### src/rtl/accumulator_pkg.sv
// Shared types and helpers for the systolic-array result buffer.
// Provides the beat mode enum, the default lane width and the count-width helper.
package accumulator_pkg;

    typedef enum logic {
        ACC_OVERWRITE  = 1'b0,
        ACC_ACCUMULATE = 1'b1
    } acc_mode_t;

    localparam int ACC_DATA_W = 32;

    // Width needed to hold 0..depth inclusive.
    function automatic int acc_cnt_w(input int depth);
        return $clog2(depth + 1);
    endfunction

endpackage

### src/rtl/accumulator_lane.sv
// One channel of the result buffer: DEPTH x DATA_W store, adder, registered read mux.
// Ports: clk/reset, wr_en_i/wr_row_i/mode_i/wr_data_i (write), clear_i,
//        rd_en_i/rd_row_i (read request), rd_data_o (registered read data).
module accumulator_lane
    import accumulator_pkg::*;
#(
    parameter int DATA_W = ACC_DATA_W,
    parameter int DEPTH  = 2,
    parameter int RW     = $clog2(DEPTH)
) (
    input  logic              clk,
    input  logic              reset,
    input  logic              wr_en_i,
    input  logic [RW-1:0]     wr_row_i,
    input  acc_mode_t         mode_i,
    input  logic [DATA_W-1:0] wr_data_i,
    input  logic              clear_i,
    input  logic              rd_en_i,
    input  logic [RW-1:0]     rd_row_i,
    output logic [DATA_W-1:0] rd_data_o
);

    localparam logic [RW:0] DEPTH_V = (RW + 1)'(DEPTH);

    logic [DATA_W-1:0] mem_q [DEPTH];
    logic [DATA_W-1:0] rd_data_q;
    logic [DATA_W-1:0] wr_val_d;
    logic [DATA_W-1:0] rd_val_d;
    logic              rd_in_range;

    // Sum keeps only DATA_W bits: accumulation wraps.
    always_comb begin
        wr_val_d = wr_data_i;
        if (mode_i == ACC_ACCUMULATE) begin
            wr_val_d = mem_q[wr_row_i] + wr_data_i;
        end
    end

    // Rows past DEPTH (non-power-of-2 depth) read back as zero.
    assign rd_in_range = ({1'b0, rd_row_i} < DEPTH_V);

    always_comb begin
        rd_val_d = '0;
        if (rd_in_range) begin
            rd_val_d = mem_q[rd_row_i];
        end
    end

    always_ff @(posedge clk or posedge reset) begin
        if (reset) begin
            for (int i = 0; i < DEPTH; i++) begin
                mem_q[i] <= '0;
            end
        end else if (clear_i) begin
            for (int i = 0; i < DEPTH; i++) begin
                mem_q[i] <= '0;
            end
        end else if (wr_en_i) begin
            mem_q[wr_row_i] <= wr_val_d;
        end
    end

    // Read samples the pre-edge store, so same-edge writes/clears are not visible.
    always_ff @(posedge clk or posedge reset) begin
        if (reset) begin
            rd_data_q <= '0;
        end else if (rd_en_i) begin
            rd_data_q <= rd_val_d;
        end
    end

    assign rd_data_o = rd_data_q;

endmodule

### src/rtl/accumulator_bank.sv
// Result buffer under the systolic array: stores one CHANNELS-wide row per valid beat.
// Ports: clk, reset, in_valid/in_data/mode (beat), rewind, clear, rd_en/rd_row (read),
//        rd_data/rd_valid (registered read), count, full, drop_err (status).
module accumulator_bank
    import accumulator_pkg::*;
#(
    parameter int DATA_W   = ACC_DATA_W,
    parameter int CHANNELS = 2,
    parameter int DEPTH    = 2,
    parameter int RW       = $clog2(DEPTH),
    parameter int CW       = acc_cnt_w(DEPTH)
) (
    input  logic                       clk,
    input  logic                       reset,
    input  logic                       in_valid,
    input  logic [CHANNELS*DATA_W-1:0] in_data,
    input  logic                       mode,
    input  logic                       rewind,
    input  logic                       clear,
    input  logic                       rd_en,
    input  logic [RW-1:0]              rd_row,
    output logic [CHANNELS*DATA_W-1:0] rd_data,
    output logic                       rd_valid,
    output logic [CW-1:0]              count,
    output logic                       full,
    output logic                       drop_err
);

    logic [RW-1:0] wr_row_q, wr_row_d;
    logic [CW-1:0] count_q, count_d;
    logic          full_q, full_d;
    logic          drop_q, drop_d;
    logic          rd_valid_q;
    logic          wr_en;
    acc_mode_t     mode_e;

    assign mode_e = acc_mode_t'(mode);

    // clear and rewind both swallow a coincident beat without flagging it.
    assign wr_en = in_valid & ~full_q & ~clear & ~rewind;

    always_comb begin
        wr_row_d = wr_row_q;
        count_d  = count_q;
        drop_d   = drop_q;
        if (clear) begin
            wr_row_d = '0;
            count_d  = '0;
            drop_d   = 1'b0;
        end else if (rewind) begin
            wr_row_d = '0;
            count_d  = '0;
        end else if (in_valid) begin
            if (full_q) begin
                drop_d = 1'b1;
            end else begin
                count_d = count_q + 1'b1;
                // Pointer parks on the last row rather than wrapping.
                if (wr_row_q != RW'(DEPTH - 1)) begin
                    wr_row_d = wr_row_q + 1'b1;
                end
            end
        end
        full_d = (count_d == CW'(DEPTH));
    end

    always_ff @(posedge clk or posedge reset) begin
        if (reset) begin
            wr_row_q   <= '0;
            count_q    <= '0;
            full_q     <= 1'b0;
            drop_q     <= 1'b0;
            rd_valid_q <= 1'b0;
        end else begin
            wr_row_q   <= wr_row_d;
            count_q    <= count_d;
            full_q     <= full_d;
            drop_q     <= drop_d;
            rd_valid_q <= rd_en;
        end
    end

    for (genvar c = 0; c < CHANNELS; c++) begin : g_lane
        accumulator_lane #(
            .DATA_W (DATA_W),
            .DEPTH  (DEPTH),
            .RW     (RW)
        ) u_lane (
            .clk       (clk),
            .reset     (reset),
            .wr_en_i   (wr_en),
            .wr_row_i  (wr_row_q),
            .mode_i    (mode_e),
            .wr_data_i (in_data[c*DATA_W +: DATA_W]),
            .clear_i   (clear),
            .rd_en_i   (rd_en),
            .rd_row_i  (rd_row),
            .rd_data_o (rd_data[c*DATA_W +: DATA_W])
        );
    end

    assign rd_valid = rd_valid_q;
    assign count    = count_q;
    assign full     = full_q;
    assign drop_err = drop_q;

endmodule

### config.mk
export PLATFORM = sky130hd
export DESIGN_NAME = accumulator_bank
export DESIGN_NICKNAME = d
export VERILOG_FILES = /design/src/rtl/accumulator_pkg.sv /design/src/rtl/accumulator_lane.sv /design/src/rtl/accumulator_bank.sv
export SDC_FILE = /design/constraint.sdc
export NUM_CORES = 1
export LEC_CHECK = 0
export CAP_MARGIN = 25
export CORE_UTILIZATION = 30
export DETAILED_ROUTE_END_ITERATION = 16
export MAX_ROUTING_LAYER = met4
export PLACE_DENSITY = 0.53
export SYNTH_ARGS = -nofsm -noshare
export SYNTH_HDL_FRONTEND = slang
export SYNTH_SLANG_ARGS = --single-unit
### constraint.sdc
create_clock -name clk -period 7 [get_ports clk]
set_clock_uncertainty 0.2 [all_clocks]
set_input_delay 1.75 -clock clk [delete_from_list [all_inputs] [get_ports clk]]
set_output_delay 1.75 -clock clk [all_outputs]
set_load 0.02 [all_outputs]
# == Word level (Yosys, flattened, before mapping) ==
# Index checks and enable logic that the tools add are counted.
# word_totals
reg_bits,198
in_bits,72
output_inout_bits,69
# op_classes
n_addsub,4
n_lt_le_gt_ge,3
eq_ne,3
n_mux,35
n_bitwise,8
n_reduce_logical,7
# op_table
cell,n
32-bit 2-to-1 mux,15
64-bit 2-to-1 mux,4
64-bit bitwise mux,2
32-bit adder,2
32-bit demux with 1-bit select,1
1-bit 2-to-1 mux,9
2-bit 2-to-1 mux,4
2-bit nonzero test,3
"2-bit greater-or-equal comparator, second input constant",2
1-bit NOT with 2-bit output,2
1-bit bitwise AND,3
"3-bit inequality test, second input constant",1
1-bit NOT,3
3-bit AND reduction,1
3-bit nonzero test,1
"2-bit by 1-bit adder with 2-bit output, second input constant",1
"2-bit equality test, second input constant",1
"2-bit by 1-bit less-than comparator with 1-bit output, second input constant",1
"2-bit by 1-bit inequality test with 1-bit output, second input constant",1
2-bit AND reduction,1
"1-bit adder, second input constant",1
1-bit logical AND,1

# == Logic depth before layout (Yosys ltp) ==
# Gate-level depths: netlist (run 1).
# logic_depth
word_depth,9
depth_mapped,15
mapped_depth_nobuf,13

# == Hierarchy ==
# A second synthesis (run 1) with hierarchy kept.
# unflattened
cells_unflattened,1324
area_unflattened_um2,12346.8
# by_module_without_submodules
module,instances,cells_each,area_per_inst_um2,seq_area_each_um2
accumulator_lane,2,651,6042.0,2402.3
accumulator_bank,1,22,262.8,150.1

# == Worst setup path before layout (run 1) ==
# Ideal clock, no wire load.
# synth_timing
path_kind,input port to flip-flop
from,input in_data[0]
to,register g_lane[0].u_lane.mem_q[58] (netlist bit)
arrival_ns,4.222
t_required_ns,6.723
setup_slack_ns,2.501
cell_stages,12
n_path_buf,0
path_cell_list,ha_1 > inv_1 > fa_1 > and2b_1 > o2111ai_1 > a31o_2 > or4_1 > o211ai_2 > nand2b_1 > a21boi_1 > mux2_2 > o21ai_1
# synth_via
elab_chain_len,5
# synth_lines
element,line,source
from (decl),accumulator_bank.sv:16,"input logic [CHANNELS*DATA_W-1:0] in_data,"
32-bit adder,accumulator_lane.sv:35,wr_val_d = mem_q[wr_row_i] + wr_data_i;
32-bit 2-to-1 mux,accumulator_lane.sv:34,if (mode_i == ACC_ACCUMULATE) begin
64-bit bitwise mux,accumulator_lane.sv:59,mem_q[wr_row_i] <= wr_val_d;
64-bit 2-to-1 mux,accumulator_lane.sv:58,end else if (wr_en_i) begin
64-bit 2-to-1 mux,accumulator_lane.sv:54,end else if (clear_i) begin
"to (signal, indexed assignment)",accumulator_lane.sv:59,
to (decl),accumulator_lane.sv:25,logic [DATA_W-1:0] mem_q [DEPTH];
# Every way passes these cells. The select of a mux whose other input is x is not followed.
# A chain may end at the register's enable or synchronous reset.

# == Worst setup path in the final report (run 1) ==
# layout_timing
from,input in_data[0]
to,register g_lane[0].u_lane.mem_q[26] (netlist bit)
# Same word-level chain as after synthesis.

==> results of run 1 <==
[how the worst max path moves through the flow]
stage          slack (ps)                          to
2_1_floorplan        2490                    count[0]
3_3_place_gp         1760  g_lane[0].u_lane.mem_q[58]
3_5_place_dp         1690  g_lane[0].u_lane.mem_q[26]
4_1_cts              2170  g_lane[0].u_lane.mem_q[26]
5_1_grt              2010  g_lane[1].u_lane.mem_q[30]
6_report             2170  g_lane[0].u_lane.mem_q[26]
[synth_stat cells, types with 7 or more instances]
master / instances / area share, %
dfrtp_1: 198 / 39
a21oi_1: 138 / 5.4
o21ai_0: 138 / 5.4
nand3_1: 127 / 5.0
mux2i_1: 111 / 8.7
nor2_1: 93 / 2.7
clkbuf_1: 72 / 2.1
mux2_2: 67 / 5.9
ha_1: 62 / 6.1
nand2_1: 62 / 1.8
a21o_1: 31 / 1.8
xnor2_1: 27 / 1.9
inv_1: 23 / 0.68
xor2_1: 23 / 1.6
buf_1: 20 / 0.59
and3_1: 17 / 0.83
nand2b_1: 17 / 0.83
a31oi_1: 13 / 0.64
nand4_1: 13 / 0.64
nor2b_1: 10 / 0.49
o211ai_1: 10 / 0.59
o21ai_1: 9 / 0.35
nand3b_1: 8 / 0.47
o21bai_1: 8 / 0.47
o21a_1: 7 / 0.41
[metrics by stage]
stage	area, um^2	hold slack (ps)	cells	power [mW]	utilization [%]
finish	15200	304	2016	2.98	36.3
global route	15200	351	2016	3.15	36.3
CTS	15200	318	2012	3.03	36.2
detailed placement	14600	301	1980	1.99	34.8
global placement	14600	286	1979	1.98	34.7
floorplan	12800	284	1388	1.75	-
[state kept, by name (all words and copies together), names as in the netlist]
| register | flops |
|---|---|
| count | 2 |
| g_lane.u_lane.mem_q | 128 |
| rd_valid | 1 |
| full | 1 |
| drop_err | 1 |
| g_lane.u_lane.rd_data_o | 64 |
| wr_row_q | 1 |
[logic make-up (layout without fill, tap and decap cells)]
kind of cell	after synthesis	count (layout)	synth area share (%)
buffers and inverters	121	208	3.62
other	0	2	0
xor gates and xnor gates	50	50	3.43
DFF	198	198	38.9
muxes	179	179	14.7
and+or+nand+nor	369	369	14.0
adders and majority gates	64	64	6.40
AOI/OAI and AO/OA	407	407	18.9
[critical path: stages]
cell and delay [ps]:
clkdlybuf4s50_1 500, ha_1 220, inv_1 70, fa_1 390, and2b_1 230, o2111ai_1 140, a31o_2 270, or4_1 540
o211ai_2 150, nand2b_1 100, a21boi_1 160, mux2_2 360, o21ai_1 130
[power breakdown]
group	leakage (nW)	switching [mW]	internal, mW	total (mW)
Sequential	2.63	0.0452	1.21	1.25
Clock	0.281	0.474	0.541	1.01
Combinational	3.99	0.405	0.310	0.715
Total	6.90	0.924	2.06	2.98
[per-layer routing]
| metal | GRT usage [%] | routed length (um) | up-vias |
|---|---|---|---|
| li1 | - | - | 5211 |
| met1 | 22.6 | 17300 | 5059 |
| met2 | 26.9 | 16300 | 155 |
| met3 | 2.81 | 1170 | 16 |
| met4 | 3.65 | 248 | 0 |
| met5 | - | 0 | - |
[layout make-up]
cell class / instances / share of cell area (%)
well taps: 539 / 4.43
flip-flops and latches: 198 / 32.6
clock buffers: 19 / 2.91
repair buffers: 153 / 10.2
diodes: 2 / 0.0329
multi-input cells: 1069 / 48.3
inverters: 23 / 0.600
clock inverters: 13 / 0.978
==> impl_metrics.tcl, run 1 <==
set metrics [dict create \
    max_slew.worst_pin.slew_ps 985 \
    rsz0062_at_grt "no" \
    cts_hold_buf 0 \
    worstPathRequired_ps 7180 \
    grt_pass1_wl_um 56600 \
    wl_per_cell_um 17.4 \
    crit_arrival_ps 5010 \
    peakVddDrop_uv 169 \
    grt_max_degree 104 \
    r2r_slack_ps 2580 \
    cts_tree "done" \
    vias 10400 \
    synth-main-ff-cell "dfrtp_1" \
    r2r_start "wr_row_q" \
    cts_buffer_depth 2 \
    drv_slew 0 \
    synth_nets 1524 \
    reg2reg_depth 13 \
    clockRootBuffer "clkbuf_16" \
    via_per_inst 5.18 \
    min_path_type "flip-flop to flip-flop" \
    cts_htree_levels 4 \
    place_hpwl_um 23900 \
    grt-ovfl-total 0 \
    routabilityCongestion 0.846 \
    ys_ff_latch 198 \
    hold_end "drop_err" \
    worst_setup_path_start_kind "primary input" \
    seq_area_mm2 0.00496 \
    multi_input_area_mm2 0.00735 \
    drive_above_1_share_pct 9.36 \
    portBuffers 140 \
    rr_endpoint "g_lane[0].u_lane.mem_q[31]" \
    setup_viol 0 \
    layout_commonest_cell "dfrtp_1" \
    cts_resized 0 \
    dr.first_iter.drc_count 517 \
    start_util_pct 30.4 \
    critPathCaptureType "flip-flop" \
    clkSlewWorstSetupHoldPaths_ps 70 \
    syn2layout_area_growth_pct 19.4 \
    syn-instance-count 1388 \
    slew_headroom_pct 34.4 \
    fmaxAchievable_mhz 207 \
    dr.pass1.iters 7 \
    syn_avg_cell_area_um2 9.19 \
    ys_async_sr_fraction_pct 100 \
    setup_slack_ps 2170 \
    clk_latency_ps 460 \
    cap_violations 0 \
    setup-tns-final_ps 0 \
    n_fill_cell 4229 \
    rows 75 \
    path_max_fanout 3 \
    drc_errors 0 \
    setup.worst_path.start "in_data[0]" \
    finalCriticalPeriod_ps 4830 \
    holdPathStages 2 \
    syn-cell-area_mm2 0.0128 \
    worstSetupPathType "primary input to flip-flop" \
    leakagePower_nw 6.90 \
    wirelength_um 35100 \
    cts_made_buffers 17 \
    cts_setup_buffers 0 \
    die_h_um 208 \
    drtAntennaViolNets 0 \
    grt_pass1_vias 10300 \
    dieArea_mm2 0.0433 \
    pre_cts_ws_ps 1690 \
    cts_sinks 198 \
    power_density_mw_per_mm2 196 \
    finalNetCount 1598 \
    die_w_um 208 \
    yosysWarningCount 0 \
    grt_antenna_before_repair 2 \
    fp.coreArea_mm2 0.0419 \
    synth.distinct_cells 69 \
    min_from "drop_err" \
    period_share_pct 69.0 \
    status "finished, final reports clean" \
    io-pin-count 141 \
    most-common-layout-cells "dfrtp_1, a21oi_1, o21ai_0" \
    grt_usage_pct 16.9 \
    synth_seq_area_share_pct 38.9 \
    synth_edf_count 0 \
    hold_viol_final 0 \
]
Power figures use the tool's default switching activity.
==> run 2: changes to the inputs <==
--- a/config.mk
+++ b/config.mk
@@ -9,7 +9,7 @@
 export CORE_UTILIZATION = 30
 export DETAILED_ROUTE_END_ITERATION = 16
 export MAX_ROUTING_LAYER = met4
-export PLACE_DENSITY = 0.53
+export PLACE_DENSITY = 0.51
 export SYNTH_ARGS = -nofsm -noshare
 export SYNTH_HDL_FRONTEND = slang
 export SYNTH_SLANG_ARGS = --single-unit
==> constraint.sdc (replaced) <==
create_clock -name clk -period 4.8 [get_ports clk]
set_clock_uncertainty 0.2 [all_clocks]
set_input_delay 1.2 -clock clk [delete_from_list [all_inputs] [get_ports clk]]
set_output_delay 1.2 -clock clk [all_outputs]
set_load 0.02 [all_outputs]
==> run 2 against run 1 <==
  * Combinational power grew 48%
  * Routed wire length grew 0.92%
  * Final area grew 0.60%
  * Critical endpoint unchanged
  * Largest power group unchanged
==> impl_metrics.tcl, run 2 (synthesized netlist as in run 1, its figures left out) <==
set metrics [dict create \
    grt_max_degree 87 \
    cts_hold_buf 0 \
    cts_buffer_depth 2 \
    top_register "g_lane.u_lane.mem_q" \
    slew_headroom_pct 35.1 \
    grt-ovfl-total 0 \
    status "finished, final reports clean" \
    p_comb_share_pct 24.2 \
    r2r_start "wr_row_q" \
    fp.coreArea_mm2 0.0419 \
    drive_above_1_share_pct 10.1 \
    die_h_um 208 \
    portBuffers 140 \
    critPathCaptureType "flip-flop" \
    met3_wirelength_um 1010 \
    cts_resized 0 \
    cts_htree_levels 4 \
    die_w_um 208 \
    setup_viol 0 \
    hold_viol_final 0 \
    leakagePower_nw 6.97 \
    min_from "drop_err" \
    most-common-layout-cells "dfrtp_1, a21oi_1, o21ai_0" \
    min_path_type "flip-flop to flip-flop" \
    dieArea_mm2 0.0433 \
    dr.pass1.iters 6 \
    placed_area_mm2 0.0147 \
    drc_errors 0 \
    setup.worst_path.start "in_data[0]" \
    wirelength_um 35400 \
    m1WireLength_um 17500 \
    power_density_mw_per_mm2 285 \
    top_layer "met4" \
    place_hpwl_um 24800 \
    period_share_pct 88.6 \
    path_max_fanout 3 \
    final_core_util_pct 36.5 \
    cts_tree "done" \
    finalCriticalPeriod_ps 4250 \
    layout_commonest_cell "dfrtp_1" \
    drtAntennaViolNets 0 \
    fmaxAchievable_mhz 235 \
    clkSlewWorstSetupHoldPaths_ps 80 \
    grt_pass1_vias 10500 \
    dr_wl_met2_um 16400 \
    cts_sinks 198 \
    max_slew.worst_pin.slew_ps 973 \
    start_util_pct 30.4 \
    vias 10400 \
    dr.first_iter.drc_count 442 \
    r2r_slack_ps 730 \
    seq_power_share_pct 41.8 \
    worstPathRequired_ps 4970 \
    wl_per_cell_um 17.5 \
    peakVddDrop_uv 214 \
    routabilityCongestion 0.832 \
    drv_slew 0 \
    stdcell_area_mm2 0.0153 \
    setup-tns-final_ps 0 \
    grt_pass1_wl_um 57600 \
    io-pin-count 141 \
    switching_share_pct 31.6 \
    grt_usage_pct 17.1 \
    clk_latency_ps 450 \
    syn2layout_area_growth_pct 20.1 \
    cts_setup_buffers 0 \
    p_sw_mw 1.38 \
    largest_reg_flops 128 \
    finalNetCount 1609 \
    grt_antenna_before_repair 2 \
    clkPwrFrac_pct 34.0 \
    rows 75 \
    cap_violations 0 \
    holdWs_ps 316 \
    worst_setup_path_start_kind "primary input" \
    crit_arrival_ps 4430 \
    internal_power_mw 2.99 \
    worstSetupPathType "primary input to flip-flop" \
    rsz0062_at_grt "no" \
    cts_made_buffers 17 \
    via_per_inst 5.15 \
    clockRootBuffer "clkbuf_16" \
]
-- run 2: cell types whose count changed in the layout (fill, tap and decap cells not counted), sizes merged --
| cell | change |
|---|---|
| clkinvlp | -2 |
| bufinv | -1 |
| inv | +3 |
| buf | +11 |
-- run 2: worst paths after layout --
| path | cells after the start | end |
|---|---|---|
| min in group asynchronous | 2 | count[0] |
| worst min-delay path | 2 | drop_err |
| max in group asynchronous | 3 | g_lane[1].u_lane.mem_q[17] |
| worst min register to register | 2 | drop_err |
| worst max-delay path | 13 | g_lane[0].u_lane.mem_q[26] |
| worst max register to register | 12 | g_lane[0].u_lane.mem_q[31] |
-- run 2: power by group through the flow --
stage               clock network [mW]  registers (mW)  logic (mW)
floorplan                            0            1.91       0.639
global placement                     0            1.86        1.05
detailed placement                   0            1.86        1.06
CTS                               1.53            1.83        1.07
global route                      1.58            1.84        1.17
finish                            1.48            1.83        1.06
-- run 2: routing by layer --
metal	global-route usage, %	vias up
met5	-	-
met2	27.1	169
met1	23.0	5017
li1	-	5226
met3	2.34	29
met4	3.93	0
-- run 2: stage by stage --
stage                     total power, mW  setup WS, ps  instances
final                                4.37           547       2027
after global routing                 4.59           388       2027
after CTS                            4.42           548       2025
after detailed placement             2.92          82.4       1993
after global placement               2.91           121       1992
after floorplan                      2.55           840       1388
-- run 2: critical path, stage by stage --
cell and delay [ps]:
clkdlybuf4s50_1 480, ha_1 210, inv_1 70, fa_1 400
and2b_1 230, o2111ai_1 140, a31o_2 270, or4_1 530
o211ai_2 150, nand2b_1 90, a21boi_1 170, mux2_2 370
o21ai_1 120
-- run 2: layout make-up --
cell class | instances | area [um^2]
multi-input cells | 1069 | 7350
well taps | 539 | 674
flip-flops and latches | 198 | 4960
repair buffers | 164 | 1640
fillers | 4252 | 26600
clock inverters | 13 | 138
inverters | 23 | 91.3
clock buffers | 19 | 453
diodes | 2 | 5.00
==> run 3: changes to the inputs <==
--- a/config.mk
+++ b/config.mk
@@ -6,10 +6,10 @@
 export NUM_CORES = 1
 export LEC_CHECK = 0
 export CAP_MARGIN = 25
-export CORE_UTILIZATION = 30
+export CORE_UTILIZATION = 58
 export DETAILED_ROUTE_END_ITERATION = 16
 export MAX_ROUTING_LAYER = met4
-export PLACE_DENSITY = 0.51
+export PLACE_DENSITY = 0.85
 export SYNTH_ARGS = -nofsm -noshare
 export SYNTH_HDL_FRONTEND = slang
 export SYNTH_SLANG_ARGS = --single-unit
==> run 3 against run 2 <==
  * Worst hold slack better by 7.7 ps
  * Critical endpoint is now g_lane[0].u_lane.mem_q[58]
  * Final area is 2.3% lower
  * Core utilization is 34 points higher
  * Critical path type unchanged
  * Via count is 6.9% higher
  * Flip-flop and latch count stayed put
  * Die area is 48% lower
==> impl_metrics.tcl, run 3 (synthesized netlist as in run 1, its figures left out) <==
set metrics [dict create \
    status "finished, final reports clean" \
    setup-tns-final_ps 0 \
    start_util_pct 59.9 \
    via_per_inst 6.34 \
    drc_errors 0 \
    grt_antenna_before_repair 1 \
    worstSetupPathType "primary input to flip-flop" \
    placed_area_mm2 0.0143 \
    instances_no_fill 1759 \
    cts_made_buffers 17 \
    max_stage_delay_ps 560 \
    routabilityCongestion 0.904 \
    path_max_fanout 3 \
    grt-ovfl-total 0 \
    rr_endpoint "g_lane[0].u_lane.mem_q[31]" \
    slew_headroom_pct 29.9 \
    die_w_um 150 \
    grt_max_degree 117 \
    reg2reg_depth 12 \
    grt_pass1_vias 10600 \
    r2r_start "wr_row_q" \
    r2r_slack_ps 690 \
    drive_above_1_share_pct 9.91 \
    fmaxAchievable_mhz 233 \
    cts_htree_levels 4 \
    rsz0062_at_grt "no" \
    layout_commonest_cell "dfrtp_1" \
    top_register "g_lane.u_lane.mem_q" \
    dr.first_iter.drc_count 929 \
    max_slew.worst_pin.slew_ps 1050 \
    cp_top_family "simple AND/OR/NAND/NOR gates" \
    cts_setup_buffers 0 \
    largest_reg_flops 128 \
    power_density_mw_per_mm2 289 \
    min_from "g_lane[1].u_lane.rd_data_o[10]" \
    hold_viol_final 0 \
    cts_hold_buf 0 \
    clk_latency_ps 440 \
    min_path_type "flip-flop to flip-flop" \
    wl_per_cell_um 18.4 \
    grt_pass1_wl_um 52800 \
    grt_usage_pct 30.2 \
    peakVddDrop_uv 221 \
    critPathCaptureType "flip-flop" \
    clockRootBuffer "clkbuf_16" \
    finalCriticalPeriod_ps 4300 \
    holdPathStages 2 \
    place_hpwl_um 21600 \
    drv_slew 0 \
    critical_path.cell_chain "clkdlybuf4s50_1, ha_1, inv_1, fa_1, and2b_1, o2111ai_1, a31o_2, or4_1, o211ai_2, nand2b_1, a21boi_1, mux2_2, o21ai_1" \
    drtAntennaViolNets 0 \
    wirelength_um 32300 \
    clkSlewWorstSetupHoldPaths_ps 70 \
    finalNetCount 1606 \
    cts_buffer_depth 2 \
    most-common-layout-cells "dfrtp_1, a21oi_1, o21ai_0" \
    worst_setup_path_start_kind "primary input" \
    crit_arrival_ps 4450 \
    period_share_pct 89.5 \
    cts_tree "done" \
    cts_sinks 198 \
    cap_violations 0 \
    rows 53 \
    hold_end "g_lane[1].u_lane.rd_data_o[10]" \
    n_fill_cell 1583 \
    leakagePower_nw 6.95 \
    dpl.cell_count 1724 \
    vias 11200 \
    dr.pass1.iters 7 \
    cts_resized 0 \
    io-pin-count 141 \
    syn2layout_area_growth_pct 17.3 \
    dieArea_mm2 0.0226 \
    portBuffers 140 \
    cpMaxStageDelayCell "or4_1" \
    setup_viol 0 \
    fp.coreArea_mm2 0.0213 \
    cp_num_buf_inv 2 \
    die_h_um 150 \
    worstPathRequired_ps 4960 \
    stdcell_area_mm2 0.0150 \
]
run 3: where the power goes:
part / leakage (nW) / switching, mW / internal, mW / total (mW)
clock: 0.284 / 0.703 / 0.741 / 1.44
combinational: 4.04 / 0.599 / 0.457 / 1.06
sequential: 2.63 / 0.0670 / 1.76 / 1.83
run 3: per-layer routing:
layer  vias to the layer above  share of wire (%)  GRT usage, %
met5                         -                  0             -
met3                        65                6.2          3.03
met2                       449                 48          47.6
met4                         0                2.4          10.6
li1                       5232                  -             -
met1                      5412                 44          40.8
run 3: worst max path at each step:
stage / to / cells after the start / startpoint
3_3_place_gp: g_lane[0].u_lane.mem_q[26] / 13 / in_data[0]
3_5_place_dp: g_lane[0].u_lane.mem_q[58] / 13 / in_data[0]
2_1_floorplan: count[0] / 1 / reset
5_1_grt: g_lane[0].u_lane.mem_q[58] / 13 / in_data[0]
6_report: g_lane[0].u_lane.mem_q[58] / 13 / in_data[0]
4_1_cts: g_lane[0].u_lane.mem_q[58] / 13 / in_data[0]
run 3: cell type report:
cell class                 count  area, um^2  share of cell area (%)
tap                          275         344                    2.30
antenna                        1        2.50                  0.0167
clock buffer                  17         425                    2.84
sequential                   198        4960                    33.1
inverter                      23        91.3                   0.610
multi-input combinational   1069        7350                    49.1
timing repair buffer         161        1630                    10.9
clock inverter                15         165                    1.10
run 3: worst register-to-register path, cell delays in order, from the launching register on:
cell	delay (ps)
dfrtp_2	610
buf_12	360
mux2_2	450
ha_1	350
o21ai_0	160
o211ai_1	340
nand3_1	210
a21oi_2	260
o31ai_2	100
o211a_1	290
mux2i_1	210
a21oi_1	80
or3_1	370
run 3: per-stage QoR:
stage                     worst slack [ps]  hold slack [ps]  total power, mW  utilization, %
after floorplan                        840              284             2.55               -
after global placement                 211              281             2.86            67.3
after detailed placement              96.6              313             2.89            67.3
after CTS                              537              330             4.33            70.0
after global routing                   336              356             4.52            70.3
final                                  504              324             4.33            70.3
